## config.mk

```make
export PLATFORM = sky130hd
export DESIGN_NAME = rr_grant_arbiter
export DESIGN_NICKNAME = d
export VERILOG_FILES = /design/src/rtl/rr_grant_arbiter_pkg.sv /design/src/rtl/rr_grant_arbiter_priority_encoder.sv /design/src/rtl/rr_grant_arbiter.sv
export SDC_FILE = /design/constraint.sdc
export NUM_CORES = 1
export LEC_CHECK = 0
export CAP_MARGIN = 20
export CORE_AREA = 3 3 40 42
export DETAILED_ROUTE_END_ITERATION = 6
export DIE_AREA = 0 0 43 45
export GPL_ROUTABILITY_DRIVEN = 1
export PLACE_DENSITY = 0.51
export REMOVE_ABC_BUFFERS = 1
export SLEW_MARGIN = 5
export SYNTH_ARGS = -nofsm -noshare
export SYNTH_HDL_FRONTEND = slang
export SYNTH_HIERARCHICAL = 1
export SYNTH_SLANG_ARGS = --single-unit
```

## constraint.sdc

```tcl
create_clock -name clk -period 2.3 [get_ports clk]
set_input_delay 0.23 -clock clk [delete_from_list [all_inputs] [get_ports clk]]
set_output_delay 0.23 -clock clk [all_outputs]
set_load 0.02 [all_outputs]
```

## src/rtl/rr_grant_arbiter_pkg.sv

```systemverilog
// Shared types and helpers for the round-robin grant arbiter and its
// priority encoders.
package rr_grant_arbiter_pkg;

    // Arbitration policy selected by ARB_ROUND_ROBIN.
    typedef enum logic [0:0] {
        ARB_FIXED = 1'b0,
        ARB_RR    = 1'b1
    } arb_mode_e;

    // Hold policy selected by ARB_BLOCK / ARB_BLOCK_ACK.
    typedef enum logic [1:0] {
        HOLD_NONE  = 2'd0,
        HOLD_LEVEL = 2'd1,
        HOLD_ACK   = 2'd2
    } hold_mode_e;

    // Width of an index into a vector of 'ports' entries, never below 1 bit.
    function automatic int idx_width(input int ports);
        return (ports > 1) ? $clog2(ports) : 1;
    endfunction

    // Decode the hold policy from the two blocking parameters.
    function automatic hold_mode_e hold_mode(input int arb_block, input int arb_block_ack);
        if (arb_block == 0) begin
            return HOLD_NONE;
        end
        return (arb_block_ack != 0) ? HOLD_ACK : HOLD_LEVEL;
    endfunction

endpackage

```

## src/rtl/rr_grant_arbiter_priority_encoder.sv

```systemverilog
// Combinational priority encoder: picks the highest-priority set bit of
// input_unencoded and reports it both as an index and as a one-hot vector.
module priority_encoder
    import rr_grant_arbiter_pkg::*;
#(
    parameter int WIDTH             = 4,
    parameter int LSB_HIGH_PRIORITY = 0
) (
    input  logic [WIDTH-1:0]              input_unencoded,
    output logic                          output_valid,
    output logic [idx_width(WIDTH)-1:0]   output_encoded,
    output logic [WIDTH-1:0]              output_unencoded
);

    localparam int IW = idx_width(WIDTH);

    // Scan so that the last matching bit visited is the highest-priority one.
    always_comb begin
        output_valid   = 1'b0;
        output_encoded = '0;
        if (LSB_HIGH_PRIORITY != 0) begin
            for (int i = WIDTH - 1; i >= 0; i--) begin
                if (input_unencoded[i]) begin
                    output_valid   = 1'b1;
                    output_encoded = IW'(i);
                end
            end
        end else begin
            for (int i = 0; i < WIDTH; i++) begin
                if (input_unencoded[i]) begin
                    output_valid   = 1'b1;
                    output_encoded = IW'(i);
                end
            end
        end
    end

    // One-hot view of the winner, all-zero when nothing is requested.
    always_comb begin
        output_unencoded = '0;
        if (output_valid) begin
            output_unencoded = WIDTH'(1) << output_encoded;
        end
    end

endmodule

```

## src/rtl/rr_grant_arbiter.sv

```systemverilog
// Registered N-way arbiter. Two priority encoders look at the raw request
// vector and at the request vector filtered by a rotation mask; the masked
// result wins when it exists, which gives round-robin fairness. Grants can
// optionally be held until the owner drops its request or acknowledges.
module rr_grant_arbiter
    import rr_grant_arbiter_pkg::*;
#(
    parameter int PORTS             = 4,
    parameter int ARB_ROUND_ROBIN   = 0,
    parameter int ARB_BLOCK         = 0,
    parameter int ARB_BLOCK_ACK     = 1,
    parameter int LSB_HIGH_PRIORITY = 0
) (
    input  logic                          clk,
    input  logic                          rst,
    input  logic [PORTS-1:0]              request,
    input  logic [PORTS-1:0]              acknowledge,
    output logic [PORTS-1:0]              grant,
    output logic                          grant_valid,
    output logic [idx_width(PORTS)-1:0]   grant_encoded
);

    localparam int         IW        = idx_width(PORTS);
    localparam arb_mode_e  ARB_MODE  = (ARB_ROUND_ROBIN != 0) ? ARB_RR : ARB_FIXED;
    localparam hold_mode_e HOLD_MODE = hold_mode(ARB_BLOCK, ARB_BLOCK_ACK);

    // Architectural state.
    logic [PORTS-1:0] grant_reg;
    logic             grant_valid_reg;
    logic [IW-1:0]    grant_encoded_reg;
    logic [PORTS-1:0] mask_reg;

    // Next-state values.
    logic [PORTS-1:0] grant_next;
    logic             grant_valid_next;
    logic [IW-1:0]    grant_encoded_next;
    logic [PORTS-1:0] mask_next;

    // Encoder outputs.
    logic             pe_a_valid;
    logic [IW-1:0]    pe_a_encoded;
    logic [PORTS-1:0] pe_a_unencoded;
    logic             pe_b_valid;
    logic [IW-1:0]    pe_b_encoded;
    logic [PORTS-1:0] pe_b_unencoded;

    // Arbitration result for this cycle.
    logic             win_valid;
    logic [IW-1:0]    win_encoded;
    logic [PORTS-1:0] win_unencoded;
    logic [PORTS-1:0] win_low_mask;
    logic [PORTS-1:0] win_rot_mask;
    logic             hold;

    logic [PORTS-1:0] masked_request;

    assign masked_request = request & mask_reg;

    priority_encoder #(
        .WIDTH             (PORTS),
        .LSB_HIGH_PRIORITY (LSB_HIGH_PRIORITY)
    ) u_pe_a (
        .input_unencoded  (request),
        .output_valid     (pe_a_valid),
        .output_encoded   (pe_a_encoded),
        .output_unencoded (pe_a_unencoded)
    );

    priority_encoder #(
        .WIDTH             (PORTS),
        .LSB_HIGH_PRIORITY (LSB_HIGH_PRIORITY)
    ) u_pe_b (
        .input_unencoded  (masked_request),
        .output_valid     (pe_b_valid),
        .output_encoded   (pe_b_encoded),
        .output_unencoded (pe_b_unencoded)
    );

    // Pick the winner: masked encoder first under round-robin, with the
    // unmasked encoder as the wrap-around fallback.
    always_comb begin
        win_valid     = pe_a_valid;
        win_encoded   = pe_a_encoded;
        win_unencoded = pe_a_unencoded;
        if (ARB_MODE == ARB_RR && pe_b_valid) begin
            win_valid     = 1'b1;
            win_encoded   = pe_b_encoded;
            win_unencoded = pe_b_unencoded;
        end
    end

    // Rotation mask for the winner: bits strictly below it (MSB-priority)
    // or strictly above it (LSB-priority) stay eligible next time.
    always_comb begin
        win_low_mask = (win_unencoded << 1) - PORTS'(1);
        win_rot_mask = (LSB_HIGH_PRIORITY != 0) ? ~win_low_mask
                                                : (win_unencoded - PORTS'(1));
    end

    // Decide whether the current owner keeps the grant this cycle.
    always_comb begin
        hold = 1'b0;
        if (grant_valid_reg) begin
            case (HOLD_MODE)
                HOLD_LEVEL: hold = |(request & grant_reg);
                HOLD_ACK:   hold = ~|(acknowledge & grant_reg);
                default:    hold = 1'b0;
            endcase
        end
    end

    // Next grant and mask: keep everything while held, otherwise take the
    // winner; the mask only moves when a new grant is issued.
    always_comb begin
        grant_next         = grant_reg;
        grant_valid_next   = grant_valid_reg;
        grant_encoded_next = grant_encoded_reg;
        mask_next          = mask_reg;
        if (!hold) begin
            grant_next         = win_unencoded;
            grant_valid_next   = win_valid;
            grant_encoded_next = win_valid ? win_encoded : '0;
            if (win_valid) begin
                mask_next = win_rot_mask;
            end
        end
    end

    // State registers; reset clears the grant and reopens the full mask.
    always_ff @(posedge clk) begin
        if (rst) begin
            grant_reg         <= '0;
            grant_valid_reg   <= 1'b0;
            grant_encoded_reg <= '0;
            mask_reg          <= '1;
        end else begin
            grant_reg         <= grant_next;
            grant_valid_reg   <= grant_valid_next;
            grant_encoded_reg <= grant_encoded_next;
            mask_reg          <= mask_next;
        end
    end

    assign grant         = grant_reg;
    assign grant_valid   = grant_valid_reg;
    assign grant_encoded = grant_encoded_reg;

endmodule

```

==> results of run 1 <==
-- kinds of logic (layout without fill, tap and decap cells) --
logic type / Yosys count / after routing / share of synthesized area (%)
and+or+nand+nor: 12 / 12 / 38.3
DFF: 7 / 7 / 55.7
buffers and inverters: 2 / 17 / 2.98
AOI/OAI and AO/OA: 1 / 1 / 2.99
-- layout make-up --
type / instances / area share (%)
repair buffers: 12 / 29.1
well taps: 15 / 4.55
inverters: 1 / 0.909
multi-input cells: 13 / 25.2
clock buffers: 4 / 6.36
flip-flops and latches: 7 / 33.9
-- Yosys cell counts --
| library cell | instances |
|---|---|
| sky130_fd_sc_hd__dfxtp_1 | 7 |
| sky130_fd_sc_hd__and2b_2 | 5 |
| sky130_fd_sc_hd__and3b_2 | 2 |
| sky130_fd_sc_hd__clkbuf_1 | 1 |
| sky130_fd_sc_hd__inv_1 | 1 |
| sky130_fd_sc_hd__nor2_1 | 1 |
| sky130_fd_sc_hd__nor2b_1 | 1 |
| sky130_fd_sc_hd__nor3b_1 | 1 |
| sky130_fd_sc_hd__o21bai_1 | 1 |
| sky130_fd_sc_hd__or2_4 | 1 |
| sky130_fd_sc_hd__or3_1 | 1 |
-- per-layer routing --
| metal | up-vias | wire [um] |
|---|---|---|
| met1 | 80 | 160 |
| met5 | - | 0 |
| met4 | 0 | 0 |
| met3 | 0 | 29 |
| li1 | 99 | - |
| met2 | 6 | 218 |
-- worst paths after layout --
| path | from | endpoint | slack [ps] |
|---|---|---|---|
| worst max-delay path | grant_valid$_SDFF_PP0_ | grant_valid | 930 |
| worst min-delay path | request[3] | grant[3]$_SDFF_PP0_ | 680 |
-- placed cells by master (no fill, tap or decap) --
cell,netlist,layout
sky130_fd_sc_hd__clkdlybuf4s50_1,0,12
sky130_fd_sc_hd__dfxtp_1,7,7
sky130_fd_sc_hd__and2b_2,5,5
sky130_fd_sc_hd__clkbuf_4,0,3
sky130_fd_sc_hd__and3b_2,2,2
sky130_fd_sc_hd__clkbuf_1,1,1
sky130_fd_sc_hd__or2_4,1,1
sky130_fd_sc_hd__or3_1,1,1
sky130_fd_sc_hd__nor2b_1,1,1
sky130_fd_sc_hd__inv_1,1,1
sky130_fd_sc_hd__o21bai_1,1,1
sky130_fd_sc_hd__nor2_1,1,1
sky130_fd_sc_hd__nor3b_1,1,1
-- power breakdown --
| part | leakage [nW] | total [mW] | internal [mW] | switching, mW |
|---|---|---|---|---|
| clock network | 0.0150 | 0.106 | 0.0659 | 0.0406 |
| registers | 0.0580 | 0.129 | 0.128 | 0.00128 |
| logic | 0.101 | 0.0415 | 0.0252 | 0.0162 |
| total | 0.174 | 0.277 | 0.219 | 0.0581 |
==> impl_summary.log, run 1 <==
[metrics] outcome: complete, no violations
[metrics] Setup-failing EPs final: 0
[metrics] sequential-to-total area share from yosys stat: 55.7%
[metrics] vias in the first global route: 167
[metrics] Routability Congestion: 0.747
[metrics] synth top area cells: sky130_fd_sc_hd__dfxtp_1, sky130_fd_sc_hd__and2b_2, sky130_fd_sc_hd__and3b_2
[metrics] number of DRC violations after detailed-routing iteration 0: 0
[metrics] Fin Setup TNS: 0 ps
[metrics] floorplan die height: 45 um
[metrics] area of the placeable core: 1280 um^2
[metrics] clock tree buffer depth: 2
[metrics] Critical Path AT: 1140 ps
[metrics] Congestion Overflow GR: 0
[metrics] GR Util All Layers: 4.84%
[metrics] power density over the cells: 670 nW/um^2
[metrics] TritonCTS clock tree: yes
[metrics] WL final: 407 um
[metrics] synth warn: 6
[metrics] worst hold-check path type: primary input to flip-flop
[metrics] total design power: 0.277 mW
[metrics] met2 track demand over resource: 6.89%
[metrics] overall die area: 1940 um^2
[metrics] count of cell types in the netlist: 11
[metrics] number of gates resized after cts: 0
[metrics] total clock buffers created by CTS: 3
[metrics] # nets final: 48
[metrics] count of mapped cells out of synthesis: 22
[metrics] max-slew headroom at the worst pin: 85.3%
[metrics] fill cell count: 132
[metrics] number of max-cap violations: 0
[metrics] met3 Usage GRT: 1.20%
[metrics] Crit Path Max Fanout: 1
[metrics] total via count in the routed design: 185
[metrics] slowest stage delay, CP: 600 ps
[metrics] post-synthesis sequential element count: 7
[metrics] clock sink total: 7
[metrics] post-route setup slack: 929 ps
[metrics] min Tclk post-route: 1370 ps
[metrics] Setup crit start kind: flip-flop
[metrics] worst hold margin: 676 ps
[metrics] achievable frequency: 730 MHz
[metrics] first-pass GRT wire length: 607 um
[metrics] number of remaining DRC errors: 0
[metrics] Routed WL per cell: 7.83 um
[metrics] ports placed on the boundary: 17
[metrics] initial antenna violation count: 0
[metrics] number of placed instances with taps included: 48
[metrics] clock-pin slew on the worst setup and hold paths: 50 ps
[metrics] Pleak: 0.174 nW
[metrics] Root Driver: sky130_fd_sc_hd__clkbuf_4
[metrics] cell area after technology mapping: 251 um^2
[metrics] max reg flops: 4
[metrics] cts hold-fix bufs: 0
[metrics] Synth area leader: sky130_fd_sc_hd__dfxtp_1
[metrics] area of the multi-input gates: 104 um^2
[metrics] final cell count without fillers: 52
[metrics] syn_area_per_cell: 11.4 um^2
[metrics] CP cell instances: clkdlybuf4s50_1
[metrics] worst setup path category: flip-flop to output port
[metrics] final max-slew violation count: 0
[metrics] horizontal die dimension: 43 um
[metrics] Max stage delay cell, worst path: sky130_fd_sc_hd__clkdlybuf4s50_1
[metrics] Worst Tran Pin Value: 220 ps
[metrics] Non-Filler Cell Area, Final: 413 um^2
[metrics] setup repair after global routing missed its margin: false
[metrics] Vias per Instance: 3.56
[metrics] largest net degree at the start of global routing: 8
[metrics] area growth from synthesis to layout: 64.2%
[metrics] final cycle utilization of the critical path: 59.6%
[metrics] worst slack after detailed placement: 703 ps
[metrics] remaining number of nets flagged by the antenna check after routing: 0
[metrics] post-placement cell area: 387 um^2
[metrics] setup bufs post-CTS: 0
[metrics] Hold Violations, Final: 0
[metrics] detailed-routing iteration count for the pre-antenna-repair pass: 1
[metrics] Worst Hold Depth: 2
[metrics] share of cells above drive strength 1: 29.7%
[metrics] highest-utilization routing layer at the global route stage: met4
[metrics] Layout Utilization: 32.1%
[metrics] fraction of met1 tracks used by global routing: 4.12%
[metrics] critical path endpoint category: output port
[metrics] Initial Util: 19.6%
[metrics] maximum resistive drop on vdd: 0.136 mV
[metrics] combined flip-flop and latch cell area: 140 um^2
[metrics] antenna cell count: 0
[metrics] required arrival time at the worst endpoint: 2070 ps
[metrics] row cnt: 13
[metrics] htree depth: 1
[metrics] number of I/O port buffers: 12
[metrics] cell family with the largest share of critical-path delay: buffers and inverters
[metrics] portion of synthesized cell area occupied by the leading cell type: 55.7%
[metrics] number of logic stages on the critical path including buffering: 1
[metrics] buffering stage count on the worst path with inverters included: 1
Note: power is estimated with default switching activity, not from simulation.
==> inputs of run 2 (changes only) <==
--- a/config.mk
+++ b/config.mk
@@ -10,7 +10,7 @@
 export DETAILED_ROUTE_END_ITERATION = 6
 export DIE_AREA = 0 0 43 45
 export GPL_ROUTABILITY_DRIVEN = 1
-export PLACE_DENSITY = 0.51
+export PLACE_DENSITY = 0.53
 export REMOVE_ABC_BUFFERS = 1
 export SLEW_MARGIN = 5
 export SYNTH_ARGS = -nofsm -noshare
==> constraint.sdc (replaced) <==
create_clock -name clk -period 1.1 [get_ports clk]
set_input_delay 0.11 -clock clk [delete_from_list [all_inputs] [get_ports clk]]
set_output_delay 0.11 -clock clk [all_outputs]
set_load 0.02 [all_outputs]
==> impl_summary.log, run 2 (synthesis gave the netlist of run 1 again) <==
[metrics] fill cell count: 139 (+5.3%)
[metrics] outcome: complete, no violations
[metrics] Setup-failing EPs final: 0 (unchanged)
[metrics] Hold Violations, Final: 0 (unchanged)
[metrics] vias in the first global route: 213 (+28%)
[metrics] setup repair after global routing missed its margin: false
[metrics] clock sink total: 7 (unchanged)
[metrics] horizontal die dimension: 43 um (unchanged)
[metrics] number of placed instances with taps included: 52 (+8.3%)
[metrics] clock-pin slew on the worst setup and hold paths: 50 ps (about the same)
[metrics] area of the multi-input gates: 109 um^2 (+4.8%)
[metrics] Initial Util: 19.6% (unchanged)
[metrics] floorplan die height: 45 um (unchanged)
[metrics] area of the placeable core: 1280 um^2 (unchanged)
[metrics] worst hold-check path type: primary input to flip-flop
[metrics] first-pass GRT wire length: 717 um (+18%)
[metrics] final cycle utilization of the critical path: 89.5%
[metrics] Routed WL per cell: 7.55 um (-3.5%)
[metrics] final cell count without fillers: 56 (+7.7%)
[metrics] Worst Hold Depth: 3 (+1)
[metrics] initial antenna violation count: 0 (unchanged)
[metrics] maximum resistive drop on vdd: 0.280 mV (+110%)
[metrics] antenna cell count: 0 (unchanged)
[metrics] largest net degree at the start of global routing: 8 (unchanged)
[metrics] startpoint of the most critical hold path: request[3]
[metrics] # nets final: 52 (+8.3%)
[metrics] required arrival time at the worst endpoint: 1230 ps (-840 ps)
[metrics] total via count in the routed design: 202 (+9.2%)
[metrics] Layout Utilization: 34.0% (+1.9 points)
[metrics] TritonCTS clock tree: yes
[metrics] met2 track demand over resource: 8.38% (+1.5 points)
[metrics] Setup crit start kind: primary input
[metrics] Vias per Instance: 3.61 (+1.4%)
[metrics] row cnt: 13 (unchanged)
[metrics] leading cell types in the layout, fill and taps excluded: sky130_fd_sc_hd__dlygate4sd2_1, sky130_fd_sc_hd__dfxtp_1, sky130_fd_sc_hd__and2b_2
[metrics] htree depth: 1 (unchanged)
[metrics] worst setup path category: primary input to flip-flop
[metrics] Crit Path Max Fanout: 3 (+2)
[metrics] highest-utilization routing layer at the global route stage: met4
[metrics] detailed-routing iteration count for the pre-antenna-repair pass: 1 (unchanged)
[metrics] total design power: 0.578 mW (+110%)
[metrics] achievable frequency: 1020 MHz
[metrics] WL final: 423 um (+3.9%)
[metrics] Pleak: 0.220 nW (+27%)
[metrics] min Tclk post-route: 984 ps
[metrics] number of remaining DRC errors: 0 (unchanged)
[metrics] cts hold-fix bufs: 0 (unchanged)
[metrics] Routability Congestion: 0.785 (+5.1%)
[metrics] ports placed on the boundary: 17 (unchanged)
[metrics] Congestion Overflow GR: 0 (unchanged)
[metrics] share of cells above drive strength 1: 39.0% (+9.3 points)
[metrics] combined flip-flop and latch cell area: 140 um^2 (unchanged)
[metrics] Critical Path AT: 1120 ps (-20 ps)
[metrics] clock tree buffer depth: 2 (unchanged)
[metrics] number of max-cap violations: 0 (unchanged)
[metrics] max-slew headroom at the worst pin: 85.7% (+0.45 points)
[metrics] capture endpoint of the worst hold path: grant[3]$_SDFF_PP0_
[metrics] met3 Usage GRT: 1.59% (+0.40 points)
[metrics] final max-slew violation count: 0 (unchanged)
[metrics] Worst Tran Pin Value: 215 ps (-5.17 ps)
[metrics] total clock buffers created by CTS: 3 (unchanged)
[metrics] setup bufs post-CTS: 0 (unchanged)
[metrics] Root Driver: sky130_fd_sc_hd__clkbuf_4
[metrics] overall die area: 1940 um^2 (unchanged)
[metrics] power density over the cells: 1320 nW/um^2 (+97%)
[metrics] GR Util All Layers: 5.42% (+0.58 points)
[metrics] area growth from synthesis to layout: 73.6%
[metrics] number of DRC violations after detailed-routing iteration 0: 0 (unchanged)
[metrics] HPWL Detailed: 362 um
[metrics] critical path endpoint category: flip-flop
[metrics] remaining number of nets flagged by the antenna check after routing: 0 (unchanged)
[metrics] most common cell after layout, fill and taps aside: sky130_fd_sc_hd__dlygate4sd2_1
[metrics] fraction of met1 tracks used by global routing: 4.36% (+0.24 points)
[metrics] max reg flops: 4 (unchanged)
[metrics] number of I/O port buffers: 12 (unchanged)
-- run 2: what timing repair did --
item / 4_1_cts / 5_1_grt
endpoints found under the hold margin: 0 / 0
gates resized for setup: 10 / 0
endpoints found under the setup margin: 10 / 0
-- run 2: cell type report --
class / count / share of cell area [%]
flip-flops and latches: 7 / 32.1
repair buffers: 16 / 31.8
multi-input cells: 13 / 24.9
clock buffers: 4 / 6.02
well taps: 15 / 4.30
inverters: 1 / 0.860
-- run 2: power by group --
group | switching (mW) | internal, mW | leakage, nW
combinational | 0.0361 | 0.0508 | 0.147
clock | 0.0844 | 0.138 | 0.0150
sequential | 0.00217 | 0.267 | 0.0580
total | 0.123 | 0.455 | 0.220
-- run 2: worst max path at each step --
stage	from	to	cells past startpoint
finish	request[2]	grant_encoded[1]$_SDFF_PP0_	4
global route	grant[3]$_SDFF_PP0_	grant[3]	1
CTS	grant[2]$_SDFF_PP0_	grant[2]	1
detailed placement	request[2]	grant_encoded[1]$_SDFF_PP0_	4
global placement	request[2]	grant_encoded[1]$_SDFF_PP0_	4
floorplan	request[2]	grant_encoded[0]$_SDFF_PP0_	3
-- run 2: worst max-delay path, cell delays in order --
cell                            delay, ps
sky130_fd_sc_hd__dlygate4sd2_1        240
sky130_fd_sc_hd__or2_4                250
sky130_fd_sc_hd__or3_4                330
sky130_fd_sc_hd__and3b_2              190
-- run 2: stage by stage --
step / setup TNS, ps / hold WS (ps) / setup WS, ps / instance area (um^2)
after detailed placement: -1270 / 868 / -332 / 417
after global placement: -1250 / 858 / -325 / 417
after floorplan: 0 / 252 / 129 / 248
after CTS: 0 / 345 / 102 / 437
after global routing: 0 / 344 / 71.6 / 437
final: 0 / 346 / 116 / 437
-- run 2: layer usage --
metal | wire length (um) | vias to the layer above
met5 | 0 | -
met3 | 38 | 0
met1 | 171 | 86
met2 | 214 | 9
li1 | - | 107
met4 | 0 | 0
